`src/rtl/cf_gpio_pkg.sv`:
```
// cf_gpio_pkg: pad mode codes, Sky130 drive-mode codes and sequencer FSM states
package cf_gpio_pkg;
  localparam logic [2:0] MODE_ANALOG   = 3'd0;
  localparam logic [2:0] MODE_INPUT    = 3'd1;
  localparam logic [2:0] MODE_INPUT_PD = 3'd2;
  localparam logic [2:0] MODE_INPUT_PU = 3'd3;
  localparam logic [2:0] MODE_OUTPUT   = 3'd4;
  localparam logic [2:0] MODE_BIDIR    = 3'd5;
  localparam logic [2:0] DM_ANALOG   = 3'b000;
  localparam logic [2:0] DM_INPUT    = 3'b001;
  localparam logic [2:0] DM_PULLUP   = 3'b010;
  localparam logic [2:0] DM_PULLDOWN = 3'b011;
  localparam logic [2:0] DM_STRONG   = 3'b110;
  typedef enum logic [1:0] {ST_IDLE, ST_ISOLATE, ST_COMMIT} state_t;
endpackage

```
`src/rtl/cf_gpio_pad_decode.sv`:
```
// cf_gpio_pad_decode: maps one pad's mode (or isolation) onto its pad-config fields
// ports: mode/isolate/io_out/io_oeb in; dm, inp_dis, oeb, out_val out (all combinational)
module cf_gpio_pad_decode
  import cf_gpio_pkg::*;
(
  input  logic [2:0] mode,
  input  logic       isolate,
  input  logic       io_out,
  input  logic       io_oeb,
  output logic [2:0] dm,
  output logic       inp_dis,
  output logic       oeb,
  output logic       out_val
);
  logic [2:0] m;
  logic       drive;
  always_comb begin
    m       = isolate ? MODE_INPUT : mode;
    drive   = m == MODE_OUTPUT || m == MODE_BIDIR;
    dm      = m == MODE_ANALOG   ? DM_ANALOG   :
              m == MODE_INPUT_PD ? DM_PULLDOWN :
              m == MODE_INPUT_PU ? DM_PULLUP   :
              drive              ? DM_STRONG   : DM_INPUT;
    inp_dis = m == MODE_ANALOG || m == MODE_OUTPUT;
    oeb     = m == MODE_BIDIR ? io_oeb :
              !(m == MODE_INPUT_PD || m == MODE_INPUT_PU || m == MODE_OUTPUT);
    out_val = m == MODE_INPUT_PU || (drive && io_out);
  end
endmodule

```
`src/rtl/cf_gpio_mode_sequencer.sv`:
```
// cf_gpio_mode_sequencer: per-pad mode registers with break-before-make mode changes
// ports: req_* valid/ready change port; done/err/busy status; mode_cur committed modes;
//        io_* user side, gpio_* openframe pad-config side
module cf_gpio_mode_sequencer
  import cf_gpio_pkg::*;
#(
  parameter int NUM_PADS      = 8,
  parameter int SETTLE_CYCLES = 4
) (
  input  logic                        clk,
  input  logic                        rst,
  input  logic                        req_valid,
  output logic                        req_ready,
  input  logic [$clog2(NUM_PADS)-1:0] req_pad,
  input  logic [2:0]                  req_mode,
  output logic                        done,
  output logic                        err,
  output logic                        busy,
  output logic [3*NUM_PADS-1:0]       mode_cur,
  input  logic [NUM_PADS-1:0]         io_out,
  input  logic [NUM_PADS-1:0]         io_oeb,
  output logic [NUM_PADS-1:0]         io_in,
  input  logic [NUM_PADS-1:0]         gpio_in,
  output logic [3*NUM_PADS-1:0]       gpio_dm,
  output logic [NUM_PADS-1:0]         gpio_inp_dis,
  output logic [NUM_PADS-1:0]         gpio_oeb_out,
  output logic [NUM_PADS-1:0]         gpio_out_val
);
  localparam int PW = $clog2(NUM_PADS);
  localparam int CW = $clog2(SETTLE_CYCLES + 1);
  state_t                state_q, state_d;
  logic [CW-1:0]         cnt_q, cnt_d;
  logic [PW-1:0]         pad_q, pad_d;
  logic [2:0]            mode_q, mode_d;
  logic [3*NUM_PADS-1:0] modes_q, modes_d;
  logic                  done_q, done_d, err_q, err_d;
  logic                  accept, bad;
  assign req_ready = state_q == ST_IDLE && !rst;
  assign busy      = state_q != ST_IDLE;
  assign done      = done_q;
  assign err       = err_q;
  assign mode_cur  = modes_q;
  assign io_in     = gpio_in;
  assign accept    = req_valid && req_ready;
  assign bad       = req_mode > MODE_BIDIR || 32'(req_pad) >= NUM_PADS;
  always_comb begin
    state_d = state_q;
    cnt_d   = cnt_q;
    pad_d   = pad_q;
    mode_d  = mode_q;
    modes_d = modes_q;
    done_d  = 1'b0;
    err_d   = 1'b0;
    case (state_q)
      ST_IDLE: begin
        if (accept && bad) err_d = 1'b1;
        else if (accept && req_mode == modes_q[int'(req_pad)*3 +: 3]) done_d = 1'b1;
        else if (accept) begin
          state_d = ST_ISOLATE;
          cnt_d   = CW'(SETTLE_CYCLES - 1);
          pad_d   = req_pad;
          mode_d  = req_mode;
        end
      end
      ST_ISOLATE: begin
        if (cnt_q == '0) begin
          state_d                      = ST_COMMIT;
          modes_d[int'(pad_q)*3 +: 3] = mode_q;
          done_d                       = 1'b1;
        end else cnt_d = cnt_q - 1'b1;
      end
      default: state_d = ST_IDLE;
    endcase
  end
  always_ff @(posedge clk) begin
    if (rst) begin
      state_q <= ST_IDLE;
      cnt_q   <= '0;
      pad_q   <= '0;
      mode_q  <= MODE_INPUT;
      modes_q <= {NUM_PADS{MODE_INPUT}};
      done_q  <= 1'b0;
      err_q   <= 1'b0;
    end else begin
      state_q <= state_d;
      cnt_q   <= cnt_d;
      pad_q   <= pad_d;
      mode_q  <= mode_d;
      modes_q <= modes_d;
      done_q  <= done_d;
      err_q   <= err_d;
    end
  end
  for (genvar i = 0; i < NUM_PADS; i++) begin : g_pad
    cf_gpio_pad_decode u_dec (
      .mode    (modes_q[3*i +: 3]),
      .isolate (state_q == ST_ISOLATE && pad_q == PW'(i)),
      .io_out  (io_out[i]),
      .io_oeb  (io_oeb[i]),
      .dm      (gpio_dm[3*i +: 3]),
      .inp_dis (gpio_inp_dis[i]),
      .oeb     (gpio_oeb_out[i]),
      .out_val (gpio_out_val[i])
    );
  end
endmodule

```
`config.mk`:
```
export PLATFORM = sky130hd
export DESIGN_NAME = cf_gpio_mode_sequencer
export DESIGN_NICKNAME = d
export VERILOG_FILES = /design/src/rtl/cf_gpio_pkg.sv /design/src/rtl/cf_gpio_pad_decode.sv /design/src/rtl/cf_gpio_mode_sequencer.sv
export SDC_FILE = /design/constraint.sdc
export NUM_CORES = 1
export LEC_CHECK = 0
export CAP_MARGIN = 30
export CELL_PAD_IN_SITES_DETAIL_PLACEMENT = 1
export CELL_PAD_IN_SITES_GLOBAL_PLACEMENT = 1
export CORE_UTILIZATION = 31
export CTS_CLUSTER_SIZE = 10
export DETAILED_ROUTE_END_ITERATION = 8
export PLACE_DENSITY_LB_ADDON = 0.1
export SYNTH_ARGS = -nofsm -noshare
export SYNTH_HDL_FRONTEND = slang
export SYNTH_SLANG_ARGS = --single-unit
```
`constraint.sdc`:
```
create_clock -name clk -period 3.3 [get_ports clk]
set_input_delay 0.33 -clock clk [delete_from_list [all_inputs] [get_ports clk]]
set_output_delay 0.33 -clock clk [all_outputs]
set_load 0.005 [all_outputs]
```
# Word-level counts from Yosys, hierarchy flattened
# Cells that the tools add are included.
dict set report op_classes {
  magnitude_cmp 1
  n_mux 64
  n_reduce_logical 87
  n_shift 3
  bitwise 3
  n_eq_ne 46
  n_addsub 2
  multipliers 2
}
# cell n
set ops {}
lappend ops {{$mux W3} 44}
lappend ops {{$eq A3 B3 Y1 const B} 20}
lappend ops {{$eq A3 B2 Y1 const B} 18}
lappend ops {{$logic_or A1 B1 Y1} 40}
lappend ops {{$neg A5 Y33} 1}
lappend ops {{$shift A3 B33 Y24 const A} 1}
lappend ops {{$shiftx A3 B33 Y24} 1}
lappend ops {{$logic_not A3 Y1} 10}
lappend ops {{$bwmux W24} 1}
lappend ops {{$shiftx A24 B6 Y3} 1}
lappend ops {{$logic_and A1 B1 Y1} 20}
lappend ops {{$mux W1} 12}
lappend ops {{$mul A3 B2 Y5 const B} 2}
lappend ops {{$ne A2 B2 Y1 const B} 5}
lappend ops {{$logic_not A1 Y1} 9}
lappend ops {{$mux W2} 4}
lappend ops {{$reduce_and A4 Y1} 2}
lappend ops {{$pmux W3 S2} 1}
lappend ops {{$reduce_and A5 Y1} 1}
lappend ops {{$pmux W2 S2} 1}
lappend ops {{$reduce_bool A2 Y1} 2}
lappend ops {{$eq A3 B1 Y1 const B} 1}
lappend ops {{$eq A3 B3 Y1} 1}
lappend ops {{$gt A3 B3 Y1 const B} 1}
lappend ops {{7 further kinds} 9}
dict set report word_totals {
  word_cells 215
  out_inout_bits 84
  register_bits 37
  inputBits 33
}

# Logic depth before layout (Yosys ltp)
# Gate-level depths: netlist of run 1.
dict set report logic_depth {
  ltp_word 9
  depth_mapped 8
  ltp_nobuf 7
}

# Cells and area by module
# From an unflattened synthesis of run 1, not the netlist that was laid out.
dict set report unflattened {
  hier_cells 315
  area_unflattened_um2 2581.2
}
# mod seq_area_each_um2 n_inst cells_per_inst area_each_um2
set modules_own_cells {}
lappend modules_own_cells {cf_gpio_mode_sequencer 740.7 1 211 1960.6}
lappend modules_own_cells {cf_gpio_pad_decode 0.0 8 13 77.6}

# Worst setup path after synthesis of run 1
# OpenSTA, ideal clock, no wires.
dict set report synth_path {
  path_kind {register to register}
  start {reg pad_q[0]}
  end {reg modes_q[0] (netlist: mode_cur[0])}
  synth_period_minus_slack_ns 2.297
  required_time_ns 3.174
  n_path_buf 0
  t_arrival_ns 2.171
  setup_ns 0.126
  setup_slack_ns 1.003
  stages_incl_launch_ff 8
  cell_sequence {dfxtp_1 > inv_1 > ha_1 > ha_1 > or3_1 > nor4b_2 > mux2i_1 > nand2_1}
}
dict set report synth_between {
  elab_chain_cells 4
  elab_cells_between_ends 5
  cone_classes {add/sub: 1; mul: 1; shift: 2; mux: 1}
}
# element line_no
set synth_lines {}
lappend synth_lines {{start, declared} cf_gpio_mode_sequencer.sv:33} ;# logic [PW-1:0] pad_q, pad_d;
lappend synth_lines {{start signal, assigned} cf_gpio_mode_sequencer.sv:87} ;# pad_q <= pad_d;
lappend synth_lines {{$mul A3 B2 Y5 (*)} cf_gpio_mode_sequencer.sv:68} ;# modes_d[int'(pad_q)*3 +: 3] = mode_q;
lappend synth_lines {{$neg A5 Y33 (*)} cf_gpio_mode_sequencer.sv:68}
lappend synth_lines {{$shiftx A3 B33 Y24 or $shift A3 B33 Y24 (tied branches)} cf_gpio_mode_sequencer.sv:68}
lappend synth_lines {{$bwmux W24 (*)} cf_gpio_mode_sequencer.sv:68}
lappend synth_lines {{end signal, assigned} cf_gpio_mode_sequencer.sv:81} ;# modes_q <= {NUM_PADS{MODE_INPUT}};
lappend synth_lines {{end signal, assigned} cf_gpio_mode_sequencer.sv:89} ;# modes_q <= modes_d;
lappend synth_lines {{end, declared} cf_gpio_mode_sequencer.sv:35} ;# logic [3*NUM_PADS-1:0] modes_q, modes_d;
# Mark *: on every way between the ends. The rest lies on a longest branch, timed or not.
# A chain may end at the register's enable or synchronous reset.

# Worst setup path after layout of run 1
dict set report layout_path {
  start {reg pad_q[0]}
  end {out gpio_inp_dis[0]}
}
dict set report layout_between {
  elab_chain_cells 5
  elab_cells_between_ends 6
  cone_classes {eq/ne: 1; mux: 1; reduce/logical: 4}
}
# element line_no
set layout_lines {}
lappend layout_lines {{$logic_not A3 Y1 (*)} cf_gpio_mode_sequencer.sv:97} ;# .isolate (state_q == ST_ISOLATE && pad_q == PW'(i)),
lappend layout_lines {{$logic_and A1 B1 Y1 (*)} cf_gpio_mode_sequencer.sv:97}
lappend layout_lines {{$mux W3 (*)} cf_gpio_pad_decode.sv:18} ;# m = isolate ? MODE_INPUT : mode;
lappend layout_lines {{$eq A3 B3 Y1 or $logic_not A3 Y1 (tied branches)} cf_gpio_pad_decode.sv:24} ;# inp_dis = m == MODE_ANALOG || m == MODE_OUTPUT;
lappend layout_lines {{$logic_or A1 B1 Y1 (*)} cf_gpio_pad_decode.sv:24}
lappend layout_lines {{end, declared} cf_gpio_mode_sequencer.sv:25} ;# output logic [NUM_PADS-1:0] gpio_inp_dis,
# Marked as above.

==> reports/qor_table.md, run 1 <==
| Item | This run | Unit |
|:---|:---|:---|
| Reg-to-reg startpoint | pad_q[0] | - |
| Final nets | 486 | - |
| Share of async-settable or async-resettable flops after synthesis | 0 | - |
| Logic depth of the worst register-to-register path | 7 | - |
| Utilization of the core after routing | 0.430 | - |
| Hold Startpoint | cnt_q[1] | - |
| First-pass iteration count of the detailed router | 4 | - |
| Total routing usage reported by global routing | 0.190 | - |
| Final-report setup violation count | 0 | - |
| PwrDens | 289 | nW/um2 |
| Num Clock Sinks | 37 | - |
| Vias per cell | 5.05 | - |
| Min Clock Period, post-route | 2.70 | ns |
| Global-route wire length before repair | 14.8 | mm |
| Initial standard-cell utilization of the core | 0.319 | - |
| Detailed-route wire length | 9.31 | mm |
| Number of fillers in the final layout | 1107 | - |
| Dominant combinational cell family by area after synthesis | simple AND/OR/NAND/NOR gates | - |
| Cell taking the most area after synthesis | sky130_fd_sc_hd__dfxtp_1 | - |
| WL met3 | 395 | um |
| Routed length on met1 | 4.43 | mm |
| CTS hold repair buffers | 0 | - |
| Level count of the clock H-tree | 2 | - |
| Most frequent cells after synthesis | sky130_fd_sc_hd__nand2_1 (54), sky130_fd_sc_hd__dfxtp_1 (37), sky130_fd_sc_hd__a21oi_1 (33) | - |
| Violation count after the first detailed-route iteration | 84 | - |
| Number of unique standard cell types used by synthesis | 39 | - |
| TritonCTS clock tree | yes | - |
| Setup repair after global routing missed its margin | false | - |
| I/O pin count | 117 | - |
| Top cells by area, synth | sky130_fd_sc_hd__dfxtp_1 (25%), sky130_fd_sc_hd__buf_4 (8.2%), sky130_fd_sc_hd__nand2_1 (6.9%) | - |
| Top layer in use | met4 | - |
| CTS Buffer Depth | 2 | - |
| Average routed wire per standard cell | 16.2 | um |
| Outcome | complete, no violations | - |
| Max FO, Critical Path | 9 | - |
| Area Overhead vs Synth | 34.9 | % |
| Number of pins with negative max-slew slack in the final report | 0 | - |
| Fraction of final layout cells sized beyond drive strength 1 | 0.0673 | - |
| Count of final hold-check violations | 0 | - |
| Synthesized area per cell | 7.81 | um2 |
| Commonest register cell after synthesis | sky130_fd_sc_hd__dfxtp_1 | - |
| Area share of fa/ha/maj cells after synthesis | 0.0340 | - |
| Xor and xnor area share after synthesis | 0.0293 | - |
| DRC violation count after routing | 0 | - |
| Critical R2R Capture | mode_cur[0] | - |
| Netlist area before placement | 2940 | um2 |
| Portion of synthesized cell area occupied by the leading cell type | 0.252 | - |
| Core area | 9240 | um2 |
| GRT Residual Overflow | 0 | - |
| Static power due to leakage | 0.00153 | uW |
| Largest net degree at the start of global routing | 26 | - |
| Worst Hold Depth | 2 | - |
| Most frequent cell after synthesis | sky130_fd_sc_hd__nand2_1 | - |
| Worst setup EP type | output pin | - |
| Basic-gate share of the synthesized area counting and, or, nand and nor cells | 0.289 | - |
| Final setup skew | 0.0109 | ns |
| Clock latency on the worst-skew pair | 0.30 | ns |
| YS warnings | 0 | - |
| Number of clock buffers inserted by TritonCTS | 5 | - |
| Kind of launch point of the worst setup path | register | - |
| Type of the worst min-delay path | reg2reg | - |
| Max rail drop VDD | 0.135 | mV |
| Number of nets produced by synthesis | 418 | - |
| # Post-CTS Setup Buffers | 0 | - |
| Portion of the clock cycle consumed by the worst path in the final layout | 0.818 | - |
| Number of enable-type register cells in the synthesized netlist | 0 | - |
| Number of vias after detailed routing | 2905 | - |
| Worst path arrival time | 2.37 | ns |
| Vias in the first global route | 2803 | - |
| Max-capacitance violation count | 0 | - |
| Yosys reg bits | 37 | - |
| Diode count | 0 | - |
| Share of synthesized area spent on multiplexers | 0.113 | - |
| Setup TNS | 0 | ns |
| CP Data Required Time | 2.97 | ns |
| Cts repair resizes | 0 | - |
| Sequential element share of the synthesized area | 0.252 | - |
| Antenna violations before repair | 0 | - |
| Sum of net half-perimeters after detailed placement | 7.26 | mm |
| Clock edge transition at the registers on the reported setup and hold paths | 0.08 | ns |
| Number of port buffers | 100 | - |
| Max-Slew Margin vs Limit | 0.514 | - |
| Die Wd | 99.5 | um |
| Number of nets with antenna violations after detailed routing | 0 | - |
| Slew of the pin with the lowest slew margin | 0.723 | ns |
| Hold worst-path end | cnt_q[1] | - |
| Number of placement rows | 35 | - |
| WHS | 0.569 | ns |
| Synthesized instance count | 377 | - |
| Compound-Gate Fraction of Synth Area | 0.166 | - |
| Timing-limited maximum frequency | 0.371 | GHz |
| Crit Path Category | reg2out | - |
| DIE AREA | 9890 | um2 |
| Met2 wirelength from detailed routing | 4.39 | mm |
| Die Height | 99.5 | um |
| Root buffer cell | sky130_fd_sc_hd__clkbuf_8 | - |
| Register-to-register setup slack | 0.67 | ns |
| GPL Wtd Cong | 0.843 | - |
-- power by group --
group	total [uW]	switching (uW)	internal (uW)
Combinational	194	106	87.5
Clock	477	176	300
Sequential	478	18.8	459
-- stage by stage --
stage	area, um2	std cells	power, uW	setup WS [ns]
CTS	3970	575	1160	0.618
global route	3970	575	1200	0.388
global placement	3840	567	679	0.587
floorplan	2940	377	599	1.00
finish	3970	575	1150	0.602
detailed placement	3840	567	683	0.488
-- layout by cell type (no fill, tap or decap), drive strengths merged, types with 2 or more instances in the layout --
| master | instances |
|---|---|
| a21o | 12 |
| nand4 | 5 |
| inv | 15 |
| clkdlybuf4s50 | 100 |
| nor2b | 12 |
| buf | 3 |
| o311ai | 2 |
| and2 | 4 |
| a22oi | 5 |
| nand3 | 15 |
| nand3b | 8 |
| nand2 | 54 |
| nor4b | 2 |
| clkbuf | 5 |
| o21ai | 13 |
| and3 | 15 |
| nor2 | 28 |
| ha | 8 |
| xor2 | 3 |
| o211ai | 7 |
| xnor2 | 3 |
| a21oi | 33 |
| dfxtp | 37 |
| bufinv | 2 |
| nor3 | 15 |
| nand2b | 10 |
| mux2i | 16 |
| mux4 | 6 |
-- state kept, by name, summed over array words and instances (netlist names) --
register / flops
state_q: 2
cnt_q: 3
mode_q: 3
pad_q: 3
done: 1
mode_cur: 24
err: 1
-- layout make-up --
cell class	instances	area, um2	area share
inverter	15	56.3	0.0142
clock inverter	3	65.1	0.0164
sequential	37	741	0.186
multi-input combinational	283	1860	0.467
timing repair buffer	103	1020	0.258
clock buffer	5	68.8	0.0173
tap	129	161	0.0406
-- how the worst max path moves through the flow --
| stage | start | end | slack (ns) | cells after the start |
|---|---|---|---|---|
| after floorplan | pad_q[0] | mode_cur[0] | 1.00 | 7 |
| after global routing | pad_q[0] | gpio_inp_dis[0] | 0.39 | 6 |
| after detailed placement | req_pad[0] | mode_q[0] | 0.49 | 6 |
| after global placement | req_pad[0] | mode_q[0] | 0.59 | 6 |
| final | pad_q[0] | gpio_inp_dis[0] | 0.60 | 6 |
| after CTS | pad_q[0] | gpio_inp_dis[0] | 0.62 | 6 |
-- cell families after synthesis --
| logic type | count (synthesis) |
|---|---|
| mux | 22 |
| fa+ha+maj | 8 |
| buf+inv | 57 |
| compound gates | 77 |
| flops | 37 |
| xor+xnor | 6 |
| simple gates | 170 |
-- worst max-delay path, cell delays in order (launching register included) --
cell                              delay (ns)
sky130_fd_sc_hd__dfxtp_1                0.54
sky130_fd_sc_hd__inv_1                  0.19
sky130_fd_sc_hd__ha_1                   0.27
sky130_fd_sc_hd__ha_1                   0.21
sky130_fd_sc_hd__and2_1                 0.19
sky130_fd_sc_hd__nor3_1                 0.15
sky130_fd_sc_hd__clkdlybuf4s50_1        0.53
-- per-layer routing --
metal | track usage | vias up
li1 | - | 1424
met2 | 0.322 | 79
met5 | 0 | -
met3 | 0.0274 | 10
met1 | 0.255 | 1392
met4 | 0.0464 | 0
Note: power is estimated with default switching activity, not from simulation.
==> inputs of run 2 (changes only) <==
--- a/config.mk
+++ b/config.mk
@@ -8,7 +8,7 @@
 export CAP_MARGIN = 30
 export CELL_PAD_IN_SITES_DETAIL_PLACEMENT = 1
 export CELL_PAD_IN_SITES_GLOBAL_PLACEMENT = 1
-export CORE_UTILIZATION = 31
+export CORE_UTILIZATION = 28
 export CTS_CLUSTER_SIZE = 10
 export DETAILED_ROUTE_END_ITERATION = 8
 export PLACE_DENSITY_LB_ADDON = 0.1
==> constraint.sdc (replaced) <==
create_clock -name clk -period 2.4 [get_ports clk]
set_input_delay 0.24 -clock clk [delete_from_list [all_inputs] [get_ports clk]]
set_output_delay 0.24 -clock clk [all_outputs]
set_load 0.005 [all_outputs]
==> run 2 against run 1 <==
Against the previous run:
- routed wire length rose by 5.9%
- non-clock buffer count is 22 higher
- final cell count is 5.0% higher
- register-to-register slack got worse by 0.48 ns
- die area up 10%
- largest cell class unchanged
- clock-buffer cell count unchanged
- via count grew 3.1%
- largest power group unchanged
- power is 23% higher
==> reports/qor_table.md, run 2 (same netlist as run 1, synthesis figures left out) <==
| Item | This run | Unit |
|:---|:---|:---|
| Antenna violations before repair | 0 | - |
| Portion of the clock cycle consumed by the worst path in the final layout | 0.950 | - |
| Largest net degree at the start of global routing | 25 | - |
| Detailed-route wire length | 9.86 | mm |
| WHS | 0.480 | ns |
| GRT Residual Overflow | 0 | - |
| CP Data Required Time | 2.16 | ns |
| Number of fillers in the final layout | 1267 | - |
| Max-capacitance violation count | 0 | - |
| Vias per cell | 4.96 | - |
| Area Overhead vs Synth | 39.6 | % |
| Vias in the first global route | 3070 | - |
| Slew of the pin with the lowest slew margin | 0.613 | ns |
| Worst path arrival time | 2.04 | ns |
| Clock edge transition at the registers on the reported setup and hold paths | 0.08 | ns |
| Number of vias after detailed routing | 2996 | - |
| Num Clock Sinks | 37 | - |
| Number of nets with antenna violations after detailed routing | 0 | - |
| Number of pins with negative max-slew slack in the final report | 0 | - |
| Total routing usage reported by global routing | 0.185 | - |
| Reg-to-reg startpoint | pad_q[1] | - |
| Max reg flops | 24 | - |
| Final setup skew | 0.0123 | ns |
| CTS Buffer Depth | 2 | - |
| Leading cell types in the layout, fill and taps excluded | sky130_fd_sc_hd__clkdlybuf4s50_1 (100), sky130_fd_sc_hd__nand2_1 (54), sky130_fd_sc_hd__dfxtp_1 (36), sky130_fd_sc_hd__a21oi_1 (33), sky130_fd_sc_hd__nor2_1 (28) | - |
| DIE AREA | 10900 | um2 |
| Utilization of the core after routing | 0.400 | - |
| Final worst slack | 0.121 | ns |
| Sum of net half-perimeters after detailed placement | 7.68 | mm |
| Power, Total | 1410 | uW |
| Most common library cell in the layout ignoring fill and taps | sky130_fd_sc_hd__clkdlybuf4s50_1 | - |
| PwrDens | 343 | nW/um2 |
| Average routed wire per standard cell | 16.3 | um |
| Clock latency on the worst-skew pair | 0.30 | ns |
| Fraction of final layout cells sized beyond drive strength 1 | 0.120 | - |
| Min Clock Period, post-route | 2.28 | ns |
| Critical R2R Capture | mode_cur[0] | - |
| Kind of launch point of the worst setup path | register | - |
| DRC violation count after routing | 0 | - |
| I/O pin count | 117 | - |
| Outcome | complete, no violations | - |
| Max FO, Critical Path | 5 | - |
| Number of clock buffers inserted by TritonCTS | 5 | - |
| Worst setup EP type | output pin | - |
| Diode count | 0 | - |
| Global-route wire length before repair | 16.0 | mm |
| Core area | 10300 | um2 |
| Number of port buffers | 100 | - |
| Register-to-register setup slack | 0.19 | ns |
| Final nets | 508 | - |
| Level count of the clock H-tree | 2 | - |
| GPL Wtd Cong | 0.781 | - |
| TritonCTS clock tree | yes | - |
| Timing-limited maximum frequency | 0.439 | GHz |
| Logic depth of the worst register-to-register path | 8 | - |
| Crit Path Category | reg2out | - |
| Number of placement rows | 37 | - |
| Count of final hold-check violations | 0 | - |
| Setup WS pre-CTS | -0.0935 | ns |
| # Post-CTS Setup Buffers | 0 | - |
| Type of the worst min-delay path | in2out | - |
| Static power due to leakage | 0.00161 | uW |
| Initial standard-cell utilization of the core | 0.286 | - |
| Max rail drop VDD | 0.223 | mV |
| Die Height | 105 | um |
| Max-Slew Margin vs Limit | 0.588 | - |
| Setup repair after global routing missed its margin | false | - |
| Die Wd | 105 | um |
| First-pass iteration count of the detailed router | 4 | - |
| Timing startpoint of the critical path | pad_q[1] | - |
| Root buffer cell | sky130_fd_sc_hd__clkbuf_8 | - |
| Critical path destination | gpio_inp_dis[0] | - |
| Violation count after the first detailed-route iteration | 174 | - |
| Final-report setup violation count | 0 | - |
-- run 2: critical path: stages, from the launching register on --
cell,delay [ns]
sky130_fd_sc_hd__dfxtp_4,0.38
sky130_fd_sc_hd__inv_1,0.08
sky130_fd_sc_hd__ha_1,0.22
sky130_fd_sc_hd__ha_1,0.23
sky130_fd_sc_hd__and2_1,0.19
sky130_fd_sc_hd__nor3_1,0.13
sky130_fd_sc_hd__clkdlybuf4s50_1,0.52
-- run 2: how the worst min path moves through the flow --
stage                     from       end  slack, ns  cells past startpoint
finish              gpio_in[2]  io_in[2]       0.48                      0
global placement    gpio_in[1]  io_in[1]       0.48                      0
detailed placement  gpio_in[1]  io_in[1]       0.48                      0
floorplan            req_valid       err       0.36                      2
CTS                 gpio_in[1]  io_in[1]       0.48                      0
global route        gpio_in[6]  io_in[6]       0.48                      0
-- run 2: timing repair --
action,4_1_cts,5_1_grt
hold buffers,0,0
resized for setup,0,5
setup endpoints to repair,0,23
-- run 2: metrics by stage --
step | std cells | area (um2) | setup TNS [ns]
after global routing | 604 | 4110 | 0
final | 604 | 4110 | 0
after floorplan | 377 | 2940 | 0
after detailed placement | 596 | 4010 | -0.686
after global placement | 596 | 4010 | -0.258
after CTS | 604 | 4100 | 0
-- run 2: power breakdown --
group | total [uW] | switching (uW) | internal, uW
registers | 656 | 24.4 | 631
logic | 309 | 164 | 144
clock network | 445 | 244 | 201
-- run 2: layout make-up --
class                      instances  area, um2  area share
multi-input combinational        283       1860       0.453
tap                              136        170      0.0414
clock buffer                       5       68.8      0.0167
sequential                        37        744       0.181
inverter                          15       56.3      0.0137
timing repair buffer             125       1190       0.289
clock inverter                     3       17.5     0.00426
-- run 2: routing by layer --
metal	part of all wire	routed length [um]	track usage	vias up
li1	-	-	-	1469
met1	0.48	4700	0.240	1444
met2	0.47	4660	0.318	77
met3	0.042	413	0.0281	6
met4	0.0088	87	0.0439	0
met5	0	0	0	-
==> inputs of run 3 (changes only) <==
--- a/config.mk
+++ b/config.mk
@@ -8,7 +8,7 @@
 export CAP_MARGIN = 30
 export CELL_PAD_IN_SITES_DETAIL_PLACEMENT = 1
 export CELL_PAD_IN_SITES_GLOBAL_PLACEMENT = 1
-export CORE_UTILIZATION = 28
+export CORE_UTILIZATION = 31
 export CTS_CLUSTER_SIZE = 10
 export DETAILED_ROUTE_END_ITERATION = 8
 export PLACE_DENSITY_LB_ADDON = 0.1
==> constraint.sdc (replaced) <==
create_clock -name clk -period 2.3 [get_ports clk]
set_input_delay 0.23 -clock clk [delete_from_list [all_inputs] [get_ports clk]]
set_output_delay 0.23 -clock clk [all_outputs]
set_load 0.005 [all_outputs]
==> run 3 against run 2 <==
Against the previous run:
- via count grew 1.0%
- power grew 7.3%
- register-to-register slack lost 0.05 ns
- global-route usage grew 1.6 points
- worst setup slack lost 0.049 ns
- sequential power grew 4.0%
- clock power grew 16%
- first-iteration DRC count shrank 50%
- clock-buffer cell count grew 2
- design area grew 1.1%
- routed wire length shrank 2.6%
- largest cell class unchanged
- highest routed layer unchanged
==> reports/qor_table.md, run 3 (same netlist as run 1, synthesis figures left out) <==
| Item | This run | Unit |
|:---|:---|:---|
| DRC violation count after routing | 0 | - |
| Utilization of the core after routing | 0.449 | - |
| Max-Slew Margin vs Limit | 0.650 | - |
| Slew of the pin with the lowest slew margin | 0.521 | ns |
| Number of nets with antenna violations after detailed routing | 0 | - |
| Global-route met1 utilization | 0.270 | - |
| # Post-CTS Setup Buffers | 0 | - |
| Share of power burned in the clock network | 0.340 | - |
| Crit-path slowest cell | sky130_fd_sc_hd__clkdlybuf4s50_1 | - |
| Setup WS pre-CTS | -0.209 | ns |
| Switch Pwr | 433 | uW |
| Clock latency on the worst-skew pair | 0.30 | ns |
| Antenna violations before repair | 0 | - |
| Vias in the first global route | 3026 | - |
| Total routing usage reported by global routing | 0.201 | - |
| Static power due to leakage | 0.00165 | uW |
| CTS hold repair buffers | 0 | - |
| Number of clock buffers inserted by TritonCTS | 5 | - |
| Reg power frac | 0.451 | - |
| Worst path arrival time | 2.00 | ns |
| Max-capacitance violation count | 0 | - |
| Max reg flops | 24 | - |
| Number of vias after detailed routing | 3026 | - |
| Largest delay contributor family on the critical path | buffers and inverters | - |
| Met3 Use GR | 0.0288 | - |
| Type of the worst min-delay path | in2out | - |
| Final setup skew | 0.00854 | ns |
| Number of port buffers | 100 | - |
| Power, Total | 1510 | uW |
| Area Overhead vs Synth | 41.1 | % |
| Max rail drop VDD | 0.194 | mV |
| Setup repair after global routing missed its margin | false | - |
| Outcome | complete, no violations | - |
| Initial standard-cell utilization of the core | 0.319 | - |
| Sum of net half-perimeters after detailed placement | 7.45 | mm |
| Violation count after the first detailed-route iteration | 87 | - |
| Min Clock Period, post-route | 2.23 | ns |
| Leading cell types in the layout, fill and taps excluded | sky130_fd_sc_hd__clkdlybuf4s50_1 (99), sky130_fd_sc_hd__nand2_1 (54), sky130_fd_sc_hd__dfxtp_1 (37), sky130_fd_sc_hd__a21oi_1 (33), sky130_fd_sc_hd__nor2_1 (28) | - |
| WHS | 0.460 | ns |
| Vias per cell | 5.06 | - |
| Combinational share of power | 0.209 | - |
| Buffers & Inverters on Critical Path | 3 | - |
| Average routed wire per standard cell | 16.1 | um |
| Max FO, Critical Path | 5 | - |
| Largest stage delay on the critical path | 0.53 | ns |
| Number of placement rows | 35 | - |
| CTS Buffer Depth | 2 | - |
| Timing-limited maximum frequency | 0.449 | GHz |
| Dpl cell area | 4010 | um2 |
| Met2 routing resource usage after global routing | 0.335 | - |
| PwrDens | 364 | nW/um2 |
| Final std cell area, no fill | 4150 | um2 |
| Most common library cell in the layout ignoring fill and taps | sky130_fd_sc_hd__clkdlybuf4s50_1 | - |
| Diode count | 0 | - |
| Die Height | 99.5 | um |
| Detailed-route wire length | 9.61 | mm |
| Worst setup EP type | output pin | - |
| CP cell instances | inv_1, buf_4, ha_1, and3_4, nor3_1, clkdlybuf4s50_1 | - |
| Busiest grt layer | met2 | - |
| Num Clock Sinks | 37 | - |
| Core area | 9240 | um2 |
| Number of pins with negative max-slew slack in the final report | 0 | - |
| Final-report setup violation count | 0 | - |
| DIE AREA | 9890 | um2 |
| GRT Residual Overflow | 0 | - |
| Die Wd | 99.5 | um |
| Root buffer cell | sky130_fd_sc_hd__clkbuf_8 | - |
| GPL Wtd Cong | 0.867 | - |
| Global-route wire length before repair | 15.7 | mm |
| Kind of launch point of the worst setup path | register | - |
| Count of final hold-check violations | 0 | - |
| Final worst slack | 0.0716 | ns |
| Clock edge transition at the registers on the reported setup and hold paths | 0.08 | ns |
| Level count of the clock H-tree | 2 | - |
| Share of total power consumed by net switching | 0.286 | - |
| CP Data Required Time | 2.07 | ns |
| Fraction of final layout cells sized beyond drive strength 1 | 0.132 | - |
| Final nets | 509 | - |
| TritonCTS clock tree | yes | - |
| I/O pin count | 117 | - |
| Number of fillers in the final layout | 1128 | - |
| Largest net degree at the start of global routing | 25 | - |
| First-pass iteration count of the detailed router | 6 | - |
| Crit Path Category | reg2out | - |
| Pint | 1080 | uW |
| Portion of the clock cycle consumed by the worst path in the final layout | 0.969 | - |
-- run 3: cell types whose count changed in the layout (fill, tap and decap cells not counted), sizes merged --
cell	previous run	this run
clkbuf	5	7
clkdlybuf4s50	100	99
clkinv	2	1
clkinvlp	1	0
buf	25	26
dlymetal6s2s	0	1
-- run 3: worst paths after layout --
check	from	end	slack (ns)	cells after the start
worst max-delay path	pad_q[0]	gpio_inp_dis[2]	0.07	6
worst min-delay path	gpio_in[1]	io_in[1]	0.46	0
worst max register to register	pad_q[1]	mode_cur[18]	0.14	8
worst min register to register	cnt_q[2]	cnt_q[2]	0.56	1
-- run 3: area by class of cell --
cell class	instances	area, um2	share of cell area
multi-input combinational	283	1890	0.456
timing repair buffer	126	1200	0.289
sequential	37	741	0.178
tap	129	161	0.0389
clock buffer	7	96.3	0.0232
inverter	15	56.3	0.0136
clock inverter	1	5.00	0.00121
-- run 3: metal layers --
metal  share of wire  wire length (um)
met3           0.049               470
met1            0.48              4600
met4           0.012               115
met5               0                 0
met2            0.46              4420
-- run 3: power by group through the flow --
| stage | sequential (uW) | combinational (uW) | clock (uW) |
|---|---|---|---|
| after floorplan | 690 | 170 | 0 |
| after global placement | 696 | 305 | 0 |
| after detailed placement | 697 | 312 | 0 |
| after CTS | 682 | 314 | 523 |
| after global routing | 684 | 346 | 544 |
| final | 682 | 316 | 515 |
-- run 3: worst reg2reg max path, cell delays in order (launching register included) --
cell and delay, ns:
sky130_fd_sc_hd__dfxtp_1 0.34, sky130_fd_sc_hd__inv_1 0.07, sky130_fd_sc_hd__ha_1 0.21, sky130_fd_sc_hd__ha_1 0.32, sky130_fd_sc_hd__or3_1 0.43, sky130_fd_sc_hd__nor4b_2 0.24
sky130_fd_sc_hd__buf_4 0.17, sky130_fd_sc_hd__mux2i_1 0.18, sky130_fd_sc_hd__nand2_1 0.07
-- run 3: metrics by stage --
stage	instances	TNS, ns
2_1_floorplan	377	0
3_3_place_gp	590	-0.851
3_5_place_dp	590	-1.15
4_1_cts	598	0
5_1_grt	598	0
6_report	598	0
-- run 3: repair_timing --
action / CTS / global route
cloned: 0 / 0
setup endpoints to repair: 1 / 14
gates resized for setup: 2 / 10
pin swaps: 0 / 0
==> edit 1, RTL diff (settings of run 2) <==
`NUM_PADS`: 8 -> 4.
--- a/src/rtl/cf_gpio_mode_sequencer.sv
+++ b/src/rtl/cf_gpio_mode_sequencer.sv
@@ -5,5 +5,5 @@
   import cf_gpio_pkg::*;
 #(
-  parameter int NUM_PADS      = 8,
+  parameter int NUM_PADS      = 4,
   parameter int SETTLE_CYCLES = 4
 ) (
Interface: changed (10 resized); port bits go from 117 to 64. The function was not compared with the original's and may differ.
==> edit 1 against run 2 <==
- total power shrank 35%
- critical path type unchanged
- count of clock-buffer cells in the layout down 1
- highest routed layer unchanged
- sequential power is 34% lower
- final area decreased by 43%
- first-iteration DRC count decreased by 64%
- worst setup slack gained 66 ps
- synthesized cell count down 41%
- sequential share of layout area grew 2.4 points
- sequential cell count fell by 13
- fmax rose by 3.0%
- routed wire length shrank 49%
- area after synthesis decreased by 40%
==> edit 1: results (changes against run 2) <==
Async SR Flop Fraction 0 (unchanged); first-pass GRT wire length 8210 µm (-49%); Hold Crit Class primary input to output port; Final Power 913 µW (-35%); largest net degree at the start of global routing 25 (unchanged); clock tree buffer depth 2 (unchanged); top_reg_cell synth dfxtp_1; status completed; Final GP Congestion 0.766 (-1.9%); Clock Root Buffer clkbuf_8; H-tree depth 1 (-1); sw frac 0.275 (-0.0318); Via Count 1675 (-44%); Post-Route WL 5020 µm (-49%); Layout area overhead 31.9%; n_diodes 0 (unchanged); Synth area leaders dfxtp_1 27%, buf_4 6.8%, nand2_1 6.5%, a21oi_1 5.6%, ha_1 4.2%; sequential power 431 µW (-34%); number of port buffers 55 (-45%); Clock Skew 3.41 ps (-8.86 ps); fin nets 292 (-43%); CTS Buf Count 3 (-2); Seq/Total Area, Yosys 0.270 (+0.0184); post-DR wirelength/cell 14.8 µm (-9.7%); share of layout cells above drive strength 1 0.113 (-0.00645); Distinct cells, synth 48 (+23%); comb pwr 199 µW (-36%); Synth top cells by count 31 x nand2_1, 24 x dfxtp_1, 20 x a21oi_1; initial detailed-routing violation count 63 (-64%); leakage 0.870 nW (-46%); initial antenna violation count 0 (unchanged); largest fanout on the critical path 6 (+1); post-DP HPWL 3800 µm (-51%); Reg clk slew, reported paths around 90 ps; First-pass DRT Iterations 4 (unchanged); postcts setup bufs 0 (unchanged); clk_lat worst skew 270 ps (-30 ps); Overall Global Routing Usage 0.162 (-0.0226); yosys warns 0 (unchanged); Filler Cells Inserted 741 (-42%); Rel. slew slack 0.676 (+0.0881); number of global-route vias before repair 1594 (-48%); DP Cell Count 336 (-44%); Max VDD drop 0.376 mV (+69%); max reg flops 12 (-50%); syn_nets 250 (-40%); Area after DPL 0.00229 mm² (-43%); synthesized area per cell 7.94 µm² (+1.7%); pre-CTS setup slack 13.8 ps (+107 ps)
[edit 1: repair_timing]
| item | in CTS | in global routing |
|---|---|---|
| gates resized for setup | 0 | 2 |
| hold buffers | 0 | 0 |
| endpoints found under the setup margin | 0 | 4 |
[edit 1: metal layers]
| layer | global-route usage | share of wire | wire (µm) |
|---|---|---|---|
| met5 | 0 | 0 | 0 |
| met1 | 0.220 | 0.49 | 2440 |
| met3 | 0.0267 | 0.035 | 177 |
| met2 | 0.268 | 0.47 | 2370 |
| met4 | 0.0351 | 0.0054 | 27 |
[edit 1: cells by family (layout without fill, tap and decap cells)]
| family | Yosys count | in the layout | synth area share |
|---|---|---|---|
| simple gates | 98 | 98 | 0.294 |
| xor+xnor | 2 | 2 | 0.0141 |
| mux | 10 | 10 | 0.0696 |
| flops | 24 | 24 | 0.270 |
| buf+inv | 36 | 77 | 0.130 |
| fa+ha+maj | 6 | 6 | 0.0422 |
| compound gates | 48 | 48 | 0.180 |
[edit 1: worst paths after layout]
check	startpoint	slack, ps	cells after the start	endpoint
worst min-delay path	gpio_in[0]	480	0	io_in[0]
worst min register to register	cnt_q[0]$_SDFFE_PP0P_	490	2	cnt_q[0]$_SDFFE_PP0P_
worst max register to register	mode_cur[10]$_SDFFE_PP0P_	500	6	cnt_q[2]$_SDFFE_PP0P_
worst max-delay path	pad_q[0]$_SDFFE_PP0P_	190	5	gpio_inp_dis[0]
[edit 1: critical path, stage by stage (launching register included)]
cell,delay [ps]
dfxtp_2,390
inv_1,110
ha_1,220
and2_0,240
nor3_1,210
clkdlybuf4s50_1,530
[edit 1: area by class of cell]
cell class / count / share of cell area
Timing Repair Buffer: 63 / 0.260
Multi-Input combinational cell: 164 / 0.455
Tap cell: 75 / 0.0400
Inverter: 10 / 0.0160
Sequential cell: 24 / 0.205
Clock buffer: 4 / 0.0235
==> edit 2, RTL diff (settings of run 2) <==
Without the edit above. Encoding of `state_t`: now one-hot (3 bits for 3 states).
--- a/src/rtl/cf_gpio_pkg.sv
+++ b/src/rtl/cf_gpio_pkg.sv
@@ -12,5 +12,5 @@
   localparam logic [2:0] DM_PULLDOWN = 3'b011;
   localparam logic [2:0] DM_STRONG   = 3'b110;
-  typedef enum logic [1:0] {ST_IDLE, ST_ISOLATE, ST_COMMIT} state_t;
+  typedef enum logic [2:0] {ST_IDLE = 3'b001, ST_ISOLATE = 3'b010, ST_COMMIT = 3'b100} state_t;
 endpackage
 
Check against the original RTL: same outputs for any inputs over 10 cycles, from zero or initial values and one cycle with rst high; not proved beyond that.
==> edit 2 against run 2 <==
- area after synthesis down 3.7%
- largest cell class unchanged
- combinational power decreased by 31%
- total power fell by 4.8%
- final area shrank 2.3%
- sequential cell count up 1
- first-iteration DRC count is 41% lower
- critical path depth decreased by 1
- routed wire length shrank 6.5%
- worst setup slack worse by 14 ps
- non-clock buffer count up 1
- die area is 3.6% lower
==> edit 2: results (changes against run 2) <==
n_diodes 0 (unchanged); Clock Skew 3.73 ps (-8.54 ps); Post-Route WL 9220 µm (-6.5%); Hold Crit Class register to register; share of layout cells above drive strength 1 0.121 (+0.00175); Max stage delay on crit path 450 ps (-70 ps); Internal 982 µW (+0.58%); Reg clk slew, reported paths 70 ps; slowest library cell on the worst path clkdlybuf4s50_1; worst hold path startpoint cnt_q[1]$_SDFFE_PP0P_; met2 usage 0.295 (-0.0230); fin crit period 2290 ps (+14.4 ps); number of global-route vias before repair 2818 (-8.2%); Final GP Congestion 0.853 (+9.3%); pre-CTS setup slack -222 ps (-129 ps); status completed; largest fanout on the critical path 6 (+1); Crit Reg-Reg Endpoint pad_q[0]$_SDFFE_PP0P_; H-tree depth 2 (unchanged); Synth top cells by count 42 x nand2_1, 38 x dfxtp_1, 34 x buf_4; clk_lat worst skew 290 ps; Synth area leaders dfxtp_1 27%, buf_4 9.0%, mux2i_1 7.8%, nand2_1 5.6%, a21oi_1 5.1%; Clock Power Share 0.346 (+0.030); leakage 1.56 nW (-2.8%); syn_nets 410 (-1.9%); met2 WL 4180 µm (-10%); initial antenna violation count 0 (unchanged); CTS Buf Count 5 (unchanged); first-pass GRT wire length 14400 µm (-10%); M1 WL 4450 µm (-5.4%); Worst setup endpoint gpio_oeb_out[7]; largest net degree at the start of global routing 39 (+56%); power density over cell area 334 mW/mm² (-2.5%); Filler Cells Inserted 1194 (-5.8%); reg2reg path depth 6 (-2); reg2reg start mode_cur[18]$_SDFFE_PP1P_; data arrival time of the worst path roughly 2100 ps; Rel. slew slack 0.712 (+0.124); Clock Root Buffer clkbuf_8; met1 Use GR 0.235 (-0.00482); Max VDD drop 0.248 mV (+11%); Vias per Instance 4.85 (-2.2%); Overall Global Routing Usage 0.177 (-0.00762); post-DP HPWL 7130 µm (-7.2%); met3 global-route usage 0.0298 (+0.00176); number of port buffers 100 (unchanged); routed wl met3 478 µm (+16%); r2r setup slk 230 ps (+40 ps); sequential power 665 µW (+1%); fin nets 493 (-3.0%); Async SR Flop Fraction 0 (unchanged); CP startpoint state_q[2]$_SDFFE_PP0P_; top_reg_cell synth dfxtp_1; initial detailed-routing violation count 103 (-41%); Distinct cells, synth 39 (unchanged); Seq/Total Area, Yosys 0.268 (+0.0167)
-- edit 2: what timing repair did --
| action | CTS | global route |
|---|---|---|
| buffers inserted | 0 | 3 |
| gates resized for setup | 3 | 13 |
| pin swaps | 0 | 1 |
| setup endpoints to repair | 8 | 30 |
-- edit 2: area by class of cell --
cell class	count	share of cell area
clock buffers	7	0.0215
clock inverters	1	0.00125
inverters	13	0.0122
multi-input cells	268	0.431
flip-flops and latches	38	0.190
well taps	133	0.0415
repair buffers	126	0.303
-- edit 2: how the worst min path moves through the flow --
stage	cells past startpoint	to	slack, ps
after floorplan	2	state_q[0]$_SDFFE_PP1P_	360
after global placement	1	cnt_q[1]$_SDFFE_PP0P_	450
after detailed placement	1	cnt_q[1]$_SDFFE_PP0P_	460
after CTS	1	cnt_q[1]$_SDFFE_PP0P_	480
after global routing	0	io_in[4]	480
final	1	cnt_q[1]$_SDFFE_PP0P_	470
-- edit 2: critical path, delay by kind of cell, from the launching register on --
kind | cells | cell delay [ps]
and+or+nand+nor | 3 | 610
buffers and inverters | 1 | 450
DFF | 1 | 370
AOI/OAI and AO/OA | 1 | 330
-- edit 2: logic make-up after synthesis --
group / after synthesis / share of synthesized area
flops: 38 / 0.268
buf+inv: 63 / 0.132
compound gates: 69 / 0.154
xor+xnor: 4 / 0.0124
fa+ha+maj: 8 / 0.0353
mux: 25 / 0.101
simple gates: 162 / 0.296
-- edit 2: metrics by stage --
stage	total power, mW	std cells	TNS, ps	instance area [µm²]	utilization
6_report	1.34	586	0	4010	0.411
5_1_grt	1.40	586	0	4010	0.411
4_1_cts	1.35	583	0	3960	0.405
3_5_place_dp	0.884	575	-1580	3860	0.395
3_3_place_gp	0.882	575	-1280	3860	0.395
2_1_floorplan	0.789	369	0	2840	-
